`src/rtl/sie_mode_pkg.sv`:
```
// Shared state type and mode constants for the SIE host/slave mode sequencer.
package sie_mode_pkg;

    typedef enum logic [2:0] {
        ST_IDLE,
        ST_DRAIN,
        ST_GATE,
        ST_RESET,
        ST_SWITCH,
        ST_SETTLE
    } sie_mode_state_t;

    localparam logic SIE_MODE_SLAVE = 1'b0;
    localparam logic SIE_MODE_HOST  = 1'b1;

    function automatic int max_of4(input int a, input int b, input int c, input int d);
        int m;
        m = a;
        if (b > m) m = b;
        if (c > m) m = c;
        if (d > m) m = d;
        return m;
    endfunction

endpackage

```
`src/rtl/sie_quiet_detect.sv`:
```
// Counts consecutive cycles with the SIE idle and no write enables active;
// met is raised on the cycle whose sample completes a run of QUIET_CYCLES.
module sie_quiet_detect #(
    parameter int QUIET_CYCLES = 8
) (
    input  logic clk,
    input  logic rst_n,
    input  logic clear,
    input  logic quiet,
    output logic met
);

    localparam int CW = $clog2(QUIET_CYCLES + 1);
    localparam logic [CW-1:0] LIMIT = CW'(QUIET_CYCLES);
    localparam logic [CW-1:0] LAST  = CW'(QUIET_CYCLES - 1);

    logic [CW-1:0] cnt_q;
    logic [CW-1:0] cnt_d;

    always_comb begin
        cnt_d = cnt_q;
        if (clear || !quiet) begin
            cnt_d = '0;
        end else if (cnt_q != LIMIT) begin
            cnt_d = cnt_q + 1'b1;
        end
    end

    // Looks ahead one sample so the FSM leaves DRAIN on the edge that completes the run.
    assign met = !clear && quiet && (cnt_q >= LAST);

    always_ff @(posedge clk or negedge rst_n) begin
        if (!rst_n) begin
            cnt_q <= '0;
        end else begin
            cnt_q <= cnt_d;
        end
    end

endmodule

```
`src/rtl/sie_mode_sequencer.sv`:
```
// Sequences host/slave ownership changes of the shared SIE port (usbClk domain).
// Optional drain timeout and sticky drainTimedOut flag: define SIE_MODE_TIMEOUT_EN.
module sie_mode_sequencer
    import sie_mode_pkg::*;
#(
    parameter int QUIET_CYCLES  = 8,
    parameter int RST_CYCLES    = 4,
    parameter int SETTLE_CYCLES = 16,
    parameter int DRAIN_TIMEOUT = 1024
) (
    input  logic usbClk,
    input  logic rstN,
    input  logic modeReq,
    input  logic modeReqValid,
    output logic modeReqReady,
    input  logic sieBusy,
    input  logic SIEPortWEnFromHost,
    input  logic SIEPortWEnFromSlave,
    output logic wEnGate,
    output logic sieRst,
    output logic hostMode,
    output logic modeDone,
    output logic drainTimedOut,
    input  logic clrFlags
);

    localparam int CNT_MAX = max_of4(QUIET_CYCLES, RST_CYCLES, SETTLE_CYCLES, DRAIN_TIMEOUT);
    localparam int CW      = $clog2(CNT_MAX + 1);
    localparam logic [CW-1:0] CNT_LIMIT   = CW'(CNT_MAX);
    localparam logic [CW-1:0] RST_LAST    = CW'(RST_CYCLES - 1);
    localparam logic [CW-1:0] SETTLE_LAST = CW'(SETTLE_CYCLES - 1);

    sie_mode_state_t state_q, state_d;
    logic [CW-1:0]   cnt_q, cnt_d;
    logic            target_q, target_d;
    logic            host_mode_q, host_mode_d;
    logic            ready_q, ready_d;
    logic            wen_gate_q, wen_gate_d;
    logic            sie_rst_q, sie_rst_d;
    logic            mode_done_q, mode_done_d;
    logic            quiet;
    logic            quiet_met;
    logic            drain_clear;

    assign quiet       = !(sieBusy || SIEPortWEnFromHost || SIEPortWEnFromSlave);
    assign drain_clear = (state_q != ST_DRAIN);

    sie_quiet_detect #(
        .QUIET_CYCLES(QUIET_CYCLES)
    ) u_quiet_detect (
        .clk  (usbClk),
        .rst_n(rstN),
        .clear(drain_clear),
        .quiet(quiet),
        .met  (quiet_met)
    );

`ifdef SIE_MODE_TIMEOUT_EN
    localparam logic [CW-1:0] DRAIN_LAST = CW'(DRAIN_TIMEOUT - 1);
    logic timed_out_q, timed_out_d;
`endif

    always_comb begin
        state_d     = state_q;
        cnt_d       = (cnt_q == CNT_LIMIT) ? cnt_q : cnt_q + 1'b1;
        target_d    = target_q;
        host_mode_d = host_mode_q;
        mode_done_d = 1'b0;
`ifdef SIE_MODE_TIMEOUT_EN
        timed_out_d = timed_out_q && !clrFlags;
`endif
        case (state_q)
            ST_IDLE: begin
                if (modeReqValid) begin
                    target_d = modeReq;
                    if (modeReq == host_mode_q) begin
                        mode_done_d = 1'b1;
                    end else begin
                        state_d = ST_DRAIN;
                    end
                end
            end
            ST_DRAIN: begin
                if (quiet_met) begin
                    state_d = ST_GATE;
                end
`ifdef SIE_MODE_TIMEOUT_EN
                else if (cnt_q == DRAIN_LAST) begin
                    state_d     = ST_GATE;
                    timed_out_d = 1'b1;
                end
`endif
            end
            ST_GATE: begin
                state_d = ST_RESET;
            end
            ST_RESET: begin
                if (cnt_q == RST_LAST) begin
                    state_d     = ST_SWITCH;
                    host_mode_d = target_q;
                end
            end
            ST_SWITCH: begin
                state_d = ST_SETTLE;
            end
            ST_SETTLE: begin
                if (cnt_q == SETTLE_LAST) begin
                    state_d     = ST_IDLE;
                    mode_done_d = 1'b1;
                end
            end
            default: begin
                state_d = ST_IDLE;
            end
        endcase
        if (state_d != state_q) begin
            cnt_d = '0;
        end
        // Outputs are decoded from the next state so they register alongside it.
        ready_d    = (state_d == ST_IDLE);
        wen_gate_d = (state_d == ST_GATE) || (state_d == ST_RESET) ||
                     (state_d == ST_SWITCH) || (state_d == ST_SETTLE);
        sie_rst_d  = (state_d == ST_RESET);
    end

    always_ff @(posedge usbClk or negedge rstN) begin
        if (!rstN) begin
            state_q     <= ST_IDLE;
            cnt_q       <= '0;
            target_q    <= SIE_MODE_SLAVE;
            host_mode_q <= SIE_MODE_SLAVE;
            ready_q     <= 1'b1;
            wen_gate_q  <= 1'b0;
            sie_rst_q   <= 1'b0;
            mode_done_q <= 1'b0;
`ifdef SIE_MODE_TIMEOUT_EN
            timed_out_q <= 1'b0;
`endif
        end else begin
            state_q     <= state_d;
            cnt_q       <= cnt_d;
            target_q    <= target_d;
            host_mode_q <= host_mode_d;
            ready_q     <= ready_d;
            wen_gate_q  <= wen_gate_d;
            sie_rst_q   <= sie_rst_d;
            mode_done_q <= mode_done_d;
`ifdef SIE_MODE_TIMEOUT_EN
            timed_out_q <= timed_out_d;
`endif
        end
    end

    assign modeReqReady = ready_q;
    assign wEnGate      = wen_gate_q;
    assign sieRst       = sie_rst_q;
    assign hostMode     = host_mode_q;
    assign modeDone     = mode_done_q;

`ifdef SIE_MODE_TIMEOUT_EN
    assign drainTimedOut = timed_out_q;
`else
    logic unused_clr_flags;
    assign unused_clr_flags = clrFlags;
    assign drainTimedOut    = 1'b0;
`endif

endmodule

```
`config.mk`:
```
export PLATFORM = sky130hd
export DESIGN_NAME = sie_mode_sequencer
export DESIGN_NICKNAME = d
export VERILOG_FILES = /design/src/rtl/sie_mode_pkg.sv /design/src/rtl/sie_quiet_detect.sv /design/src/rtl/sie_mode_sequencer.sv
export SDC_FILE = /design/constraint.sdc
export NUM_CORES = 1
export LEC_CHECK = 0
export BUFFER_PORTS_ARGS = -buffer_cell sky130_fd_sc_hd__buf_2
export CAP_MARGIN = 20
export CORE_ASPECT_RATIO = 1.2
export CORE_MARGIN = 5
export CORE_UTILIZATION = 55
export CTS_CLUSTER_DIAMETER = 80
export DETAILED_ROUTE_END_ITERATION = 16
export GPL_TIMING_DRIVEN = 0
export PLACE_DENSITY = 0.76
export SETUP_SLACK_MARGIN = 0.02
export SKIP_LAST_GASP = 1
export SLEW_MARGIN = 20
export SYNTH_ARGS = -nofsm -noshare
export SYNTH_HDL_FRONTEND = slang
export SYNTH_SLANG_ARGS = --single-unit
```
`constraint.sdc`:
```
create_clock -name usbClk -period 3.3 [get_ports usbClk]
set_input_delay 0.66 -clock usbClk [delete_from_list [all_inputs] [get_ports usbClk]]
set_output_delay 0.66 -clock usbClk [all_outputs]
set_load 0.01 [all_outputs]
```
# [After elaboration in Yosys (flattened, before gate mapping)]
# Index checks and enable logic that the tools add are counted.
[totals] reg_bits=24 latch_bits=0 ram_bits=0 rom_bits=0 in_bits=8 out_inout_bits=6 wordCells=58 n_memories=0
[op_classes] n_addsub=2 mul=0 n_div=0 magnitude_cmp=1 eq_ne=17 n_shift=0 mux=14 bitwise_logic=0 n_reduce_logical=15
[ops] operator="11-bit two-way mux" count=2
[ops] operator="3-bit case mux with 6 select lines" count=1
[ops] operator="3-bit two-way mux" count=5
[ops] operator="3-bit by 2-bit equality test with 1-bit output, second input constant" count=4
[ops] operator="3-bit equality test, second input constant" count=4
[ops] operator="11-bit by 1-bit adder with 11-bit output, second input constant" count=1
[ops] operator="11-bit equality test, second input constant" count=1
[ops] operator="11-bit by 2-bit equality test with 1-bit output, second input constant" count=1
[ops] operator="11-bit by 4-bit equality test with 1-bit output, second input constant" count=1
[ops] operator="4-bit two-way mux" count=2
[ops] operator="3-bit zero test" count=2
[ops] operator="1-bit logical OR" count=6
[ops] operator="4-bit by 1-bit adder with 4-bit output, second input constant" count=1
[ops] operator="4-bit by 3-bit greater-or-equal comparator with 1-bit output, second input constant" count=1
[ops] operator="4-bit inequality test, second input constant" count=1
[ops] operator="2-bit AND reduction" count=2
[ops] operator="3-bit by 1-bit equality test with 1-bit output, second input constant" count=1
[ops] operator="1-bit two-way mux" count=3
[ops] operator="3-bit by 1-bit inequality test with 1-bit output, second input constant" count=1
[ops] operator="3-bit inequality test" count=1
[ops] operator="1-bit logical AND" count=2
[ops] operator="1-bit zero test" count=2
[ops] operator="2-bit by 1-bit inequality test with 1-bit output, second input constant" count=1
[ops] operator="1-bit case mux with 2 select lines" count=1
[ops] operator="other kinds (2)" count=2

# [Logic depth before layout (Yosys ltp)]
[logic_depth] ltp_word=11 ltp_mapped=6 mapped_depth_nobuf=6

# [Cells and area by module]
# From an unflattened synthesis, not the netlist that was laid out.
[hier_totals] cells_unflattened=130 hier_area_um2=1292.5
[by_module_without_submodules] module="sie_mode_sequencer" instances=1 cells_per_inst=108 area_each_um2=1062.3 seq_area_each_um2=501.7
[by_module_without_submodules] module="sie_quiet_detect" instances=1 cells_per_inst=22 area_each_um2=230.2 seq_area_each_um2=100.1

# [Worst setup path before layout]
# OpenSTA, ideal clock, no wires.
[synth_timing] path_kind="input-to-reg" start="input port SIEPortWEnFromHost" end="register cnt_q[0]" arrival_time_ns=1.509 t_required_ns=3.181 slack_ns=1.672 stages=5 path_buffers=1 path_cell_list="nor3_1 nand3b_1 a311oi_2 buf_6 nor2_1"
[synth_via] elab_chain_len=9
[synth_lines] item="start: declaration" line_no="sie_mode_sequencer.sv:17" text="input logic SIEPortWEnFromHost,"
[synth_lines] item="1-bit logical OR (*) (2 in a row)" line_no="sie_mode_sequencer.sv:45" text="assign quiet = !(sieBusy || SIEPortWEnFromHost || SIEPortWEnFromSlave);"
[synth_lines] item="1-bit zero test (*)" line_no="sie_mode_sequencer.sv:45"
[synth_lines] item="1-bit logical AND (*) (2 in a row)" line_no="sie_quiet_detect.sv:30" text="assign met = !clear && quiet && (cnt_q >= LAST);"
[synth_lines] item="3-bit two-way mux (*)" line_no="sie_mode_sequencer.sv:84" text="if (quiet_met) begin"
[synth_lines] item="3-bit case mux with 6 select lines (*)" line_no="sie_mode_sequencer.sv:72" text="case (state_q)"
[synth_lines] item="3-bit inequality test (*)" line_no="sie_mode_sequencer.sv:116" text="if (state_d != state_q) begin"
[synth_lines] item="2-bit by 1-bit inequality test with 1-bit output (no source line) / 11-bit two-way mux (equally long branches)"
[synth_lines] item="end signal: assignment" line_no="sie_mode_sequencer.sv:141" text="cnt_q <= cnt_d;"
[synth_lines] item="end: declaration" line_no="sie_mode_sequencer.sv:34" text="logic [CW-1:0] cnt_q, cnt_d;"
# Mark *: on every way between the ends. The rest lies on a longest branch, timed or not.
# A chain may end at the register's enable or synchronous reset.

# [Final worst setup path]
[layout_timing] start="register cnt_q[4]" end="register cnt_q[10]"
[layout_via] elab_chain_len=5
[layout_lines] item="11-bit by 4-bit equality test with 1-bit output / 11-bit by 2-bit equality test with 1-bit output (equally long branches)" line_no="sie_mode_sequencer.sv:107, sie_mode_sequencer.sv:98"
[layout_lines] item="3-bit two-way mux, on equally long branches" line_no="sie_mode_sequencer.sv:107, sie_mode_sequencer.sv:98"
[layout_lines] item="3-bit case mux with 6 select lines" line_no="sie_mode_sequencer.sv:72"
[layout_lines] item="3-bit inequality test" line_no="sie_mode_sequencer.sv:116"
[layout_lines] item="2-bit by 1-bit inequality test with 1-bit output (no source line) / 11-bit two-way mux (equally long branches)"
# Several ways; a longest one is shown, not always the timed one. The select of a mux whose other input is x is not followed.

==> flow_metrics.tcl <==
set metrics [dict create \
    fin_crit_sh_pct 53.7 \
    cp-start-kind "register" \
    finalClockSkew_ns 0.0117 \
    p_total_mw 0.531 \
    cp_max_fo 10 \
    ioPinCount 14 \
    path_cells "nor4_4 > a31oi_1 > a311oi_2 > buf_6 > nor2_1" \
    powerDensity_mw_per_mm2 378 \
    drtIter0Drc 9 \
    synth_area_leader_cell "dfrtp_1" \
    crit_required_ns 3.52 \
    drv_slew 0 \
    rows 19 \
    worstMarginPinSlew_ns 0.513 \
    power_frac_seq_pct 56.5 \
    drive_gt1_share_pct 18.1 \
    cts_hold_buf 0 \
    rsz0062_at_grt "no" \
    pwr-share-comb_pct 3.6 \
    grt_antenna_before_repair 0 \
    ys_top_cells_by_area "dfrtp_1 (46%), xnor2_1 (6.3%), nor2_1 (5.7%), ha_1 (4.0%), nand3_1 (3.6%)" \
    gr-total-overflow 0 \
    numCtsBuffers 3 \
    drcViolationCount 0 \
    synth.most_common_cell "dfrtp_1" \
    cts-htree-levels 1 \
    die-width_um 53.7 \
    hold_viol_final 0 \
    ir_worst_vdd_v 0.000251 \
    clk_path_buf_depth 2 \
    outcome "finished, final reports clean" \
    grt_max_degree 25 \
    hp-class "in -> async" \
    die_area_mm2 0.00335 \
    clk_latency_ns 0.32 \
    power.switching_mw 0.104 \
    arrival_ns 1.99 \
    drt_pass1_iterations 4 \
    portBuffers 11 \
    post-cts-setup-buffers 0 \
    netlist.area_leader.share_pct 45.7 \
    ctsResizeCount 0 \
    vias 926 \
    drv_cap 0 \
    relSlewSlack_pct 65.8 \
    internal-power_mw 0.426 \
    clockRootBuffer "clkbuf_4" \
    grt_pass1_wl_um 4150 \
    dieHeight_um 62.4 \
    avgViaCountPerCell 5.29 \
    ys_seq_area_share_pct 47.8 \
    fin_crit_ns 1.77 \
    final_net_count 157 \
    antenna_cells 0 \
    crit_type "reg -> reg" \
    routed_wl_um 2300 \
    final_util_pct 62.9 \
    synthCells 129 \
    syn_avg_cell_area_um2 9.76 \
    ant_nets 0 \
    cts_sinks 24 \
    dp_hpwl_um 1740 \
    ys_warn_count 0 \
    cp-end-kind "register" \
    async_flop_share_pct 100 \
    grt.total_usage_pct 16.3 \
    switching_share_pct 19.7 \
    synth_edf_count 0 \
    fin_tns_setup_ns 0 \
    start_util_pct 56.3 \
    clk_pin_slew_worst_paths_ns 0.13 \
    grt_pass1_vias 984 \
    cts_tree "built" \
    drt-wirelength-per-cell_um 13.1 \
    setup_viol 0 \
    fmax_ghz 0.564 \
    cp_slowest_stage_delay_ns 0.48 \
    synth.cell_area_mm2 0.00126 \
    power_frac_clock_pct 39.9 \
    core-area_mm2 0.00223 \
    syn_to_final_growth_pct 11.6 \
    syn_nets 141 \
    critPathSlowestCell "dfrtp_1" \
    place_congestion 0.841 \
    yosys_most_used_dff "dfrtp_1" \
    post_synth_num_cell_types 34 \
    p_leak_nw 0.636 \
    synthTopCellsByCount "dfrtp_1 (23), nor2_1 (19), nand3_1 (9), xnor2_1 (9), inv_1 (8)" \
    synth-seq-cells 24 \
]
cell type report:
| cell class | instances | area (um^2) |
|---|---|---|
| well taps | 31 | 38.8 |
| flip-flops and latches | 24 | 602 |
| clock buffers | 3 | 22.5 |
| repair buffers | 11 | 55.1 |
| inverters | 8 | 30.0 |
| clock inverters | 1 | 30.0 |
| fillers | 208 | 830 |
| plain buffers | 4 | 26.3 |
| multi-input cells | 93 | 601 |
metal layers:
metal	wire length, um	track usage [%]
met1	1060	21.8
met2	1120	25.3
met3	61	2.15
met4	56	7.67
met5	0	0
worst max-delay path, delay by kind of cell (launching register included):
family | cells | cell delay, ns
buffers and inverters | 1 | 0.19
DFF | 1 | 0.48
and+or+nand+nor | 2 | 0.48
AOI/OAI and AO/OA | 2 | 0.51
layout by cell type (no fill, tap or decap), drive strengths merged, types with 2 or more instances in the layout:
cell type  netlist  routed
o21ai            3       3
nor3             7       7
nor2            21      21
inv              8       8
mux2i            2       2
a311oi           2       2
xnor2            9       9
nor4             2       2
nand2b           3       3
nand3            9       9
nand2            5       5
mux2             2       2
xor2             3       3
a21oi            4       4
ha               4       4
clkbuf           2       5
and3             2       2
nand4            4       4
buf              2      13
nand3b           3       3
dfrtp           23      23
registers in the layout (all words and copies together) (netlist names):
signal	cells
hostMode	1
wEnGate	1
modeDone	1
modeReqReady	1
u_quiet_detect.cnt_q	4
target_q	1
cnt_q	11
state_q	3
sieRst	1
logic make-up (layout without fill, tap and decap cells):
logic type | count (synthesis) | count (layout) | synth area share (%)
compound gates | 13 | 13 | 7.16
xor+xnor | 12 | 12 | 8.35
fa+ha+maj | 4 | 4 | 3.98
buf+inv | 12 | 27 | 4.47
flops | 24 | 24 | 47.8
mux | 4 | 4 | 3.38
other cells | 1 | 1 | 0.298
simple gates | 59 | 59 | 24.6
worst paths after layout:
kind | from | endpoint | slack, ns | cells past startpoint
setup / recovery | cnt_q[4]$_DFFE_PN0P_ | cnt_q[10]$_DFFE_PN0P_ | 1.53 | 5
hold reg to reg | target_q$_DFFE_PN0P_ | hostMode$_DFFE_PN0P_ | 0.53 | 1
max in group asynchronous | rstN | modeReqReady$_DFF_PN1_ | 2.65 | 1
min in group usbClk | target_q$_DFFE_PN0P_ | hostMode$_DFFE_PN0P_ | 0.53 | 1
hold / removal | rstN | state_q[1]$_DFF_PN0_ | 0.29 | 1
setup reg to reg | cnt_q[4]$_DFFE_PN0P_ | cnt_q[10]$_DFFE_PN0P_ | 1.53 | 5
through the flow:
stage / instances / area, um^2 / worst slack [ns] / hold slack, ns
4_1_cts: 175 / 1410 / 1.50 / 0.297
5_1_grt: 175 / 1410 / 1.38 / 0.320
6_report: 175 / 1410 / 1.53 / 0.287
3_5_place_dp: 171 / 1350 / 1.42 / 0.501
3_3_place_gp: 171 / 1350 / 1.48 / 0.485
2_1_floorplan: 129 / 1260 / 1.67 / 0.364
power by group through the flow:
stage | registers [mW] | logic (mW) | clock network [mW]
6_report | 0.300 | 0.0193 | 0.212
4_1_cts | 0.300 | 0.0198 | 0.216
5_1_grt | 0.300 | 0.0230 | 0.227
3_5_place_dp | 0.305 | 0.0197 | 0
3_3_place_gp | 0.305 | 0.0188 | 0
2_1_floorplan | 0.305 | 0.00823 | 0
Note: power is estimated with default switching activity, not from simulation.
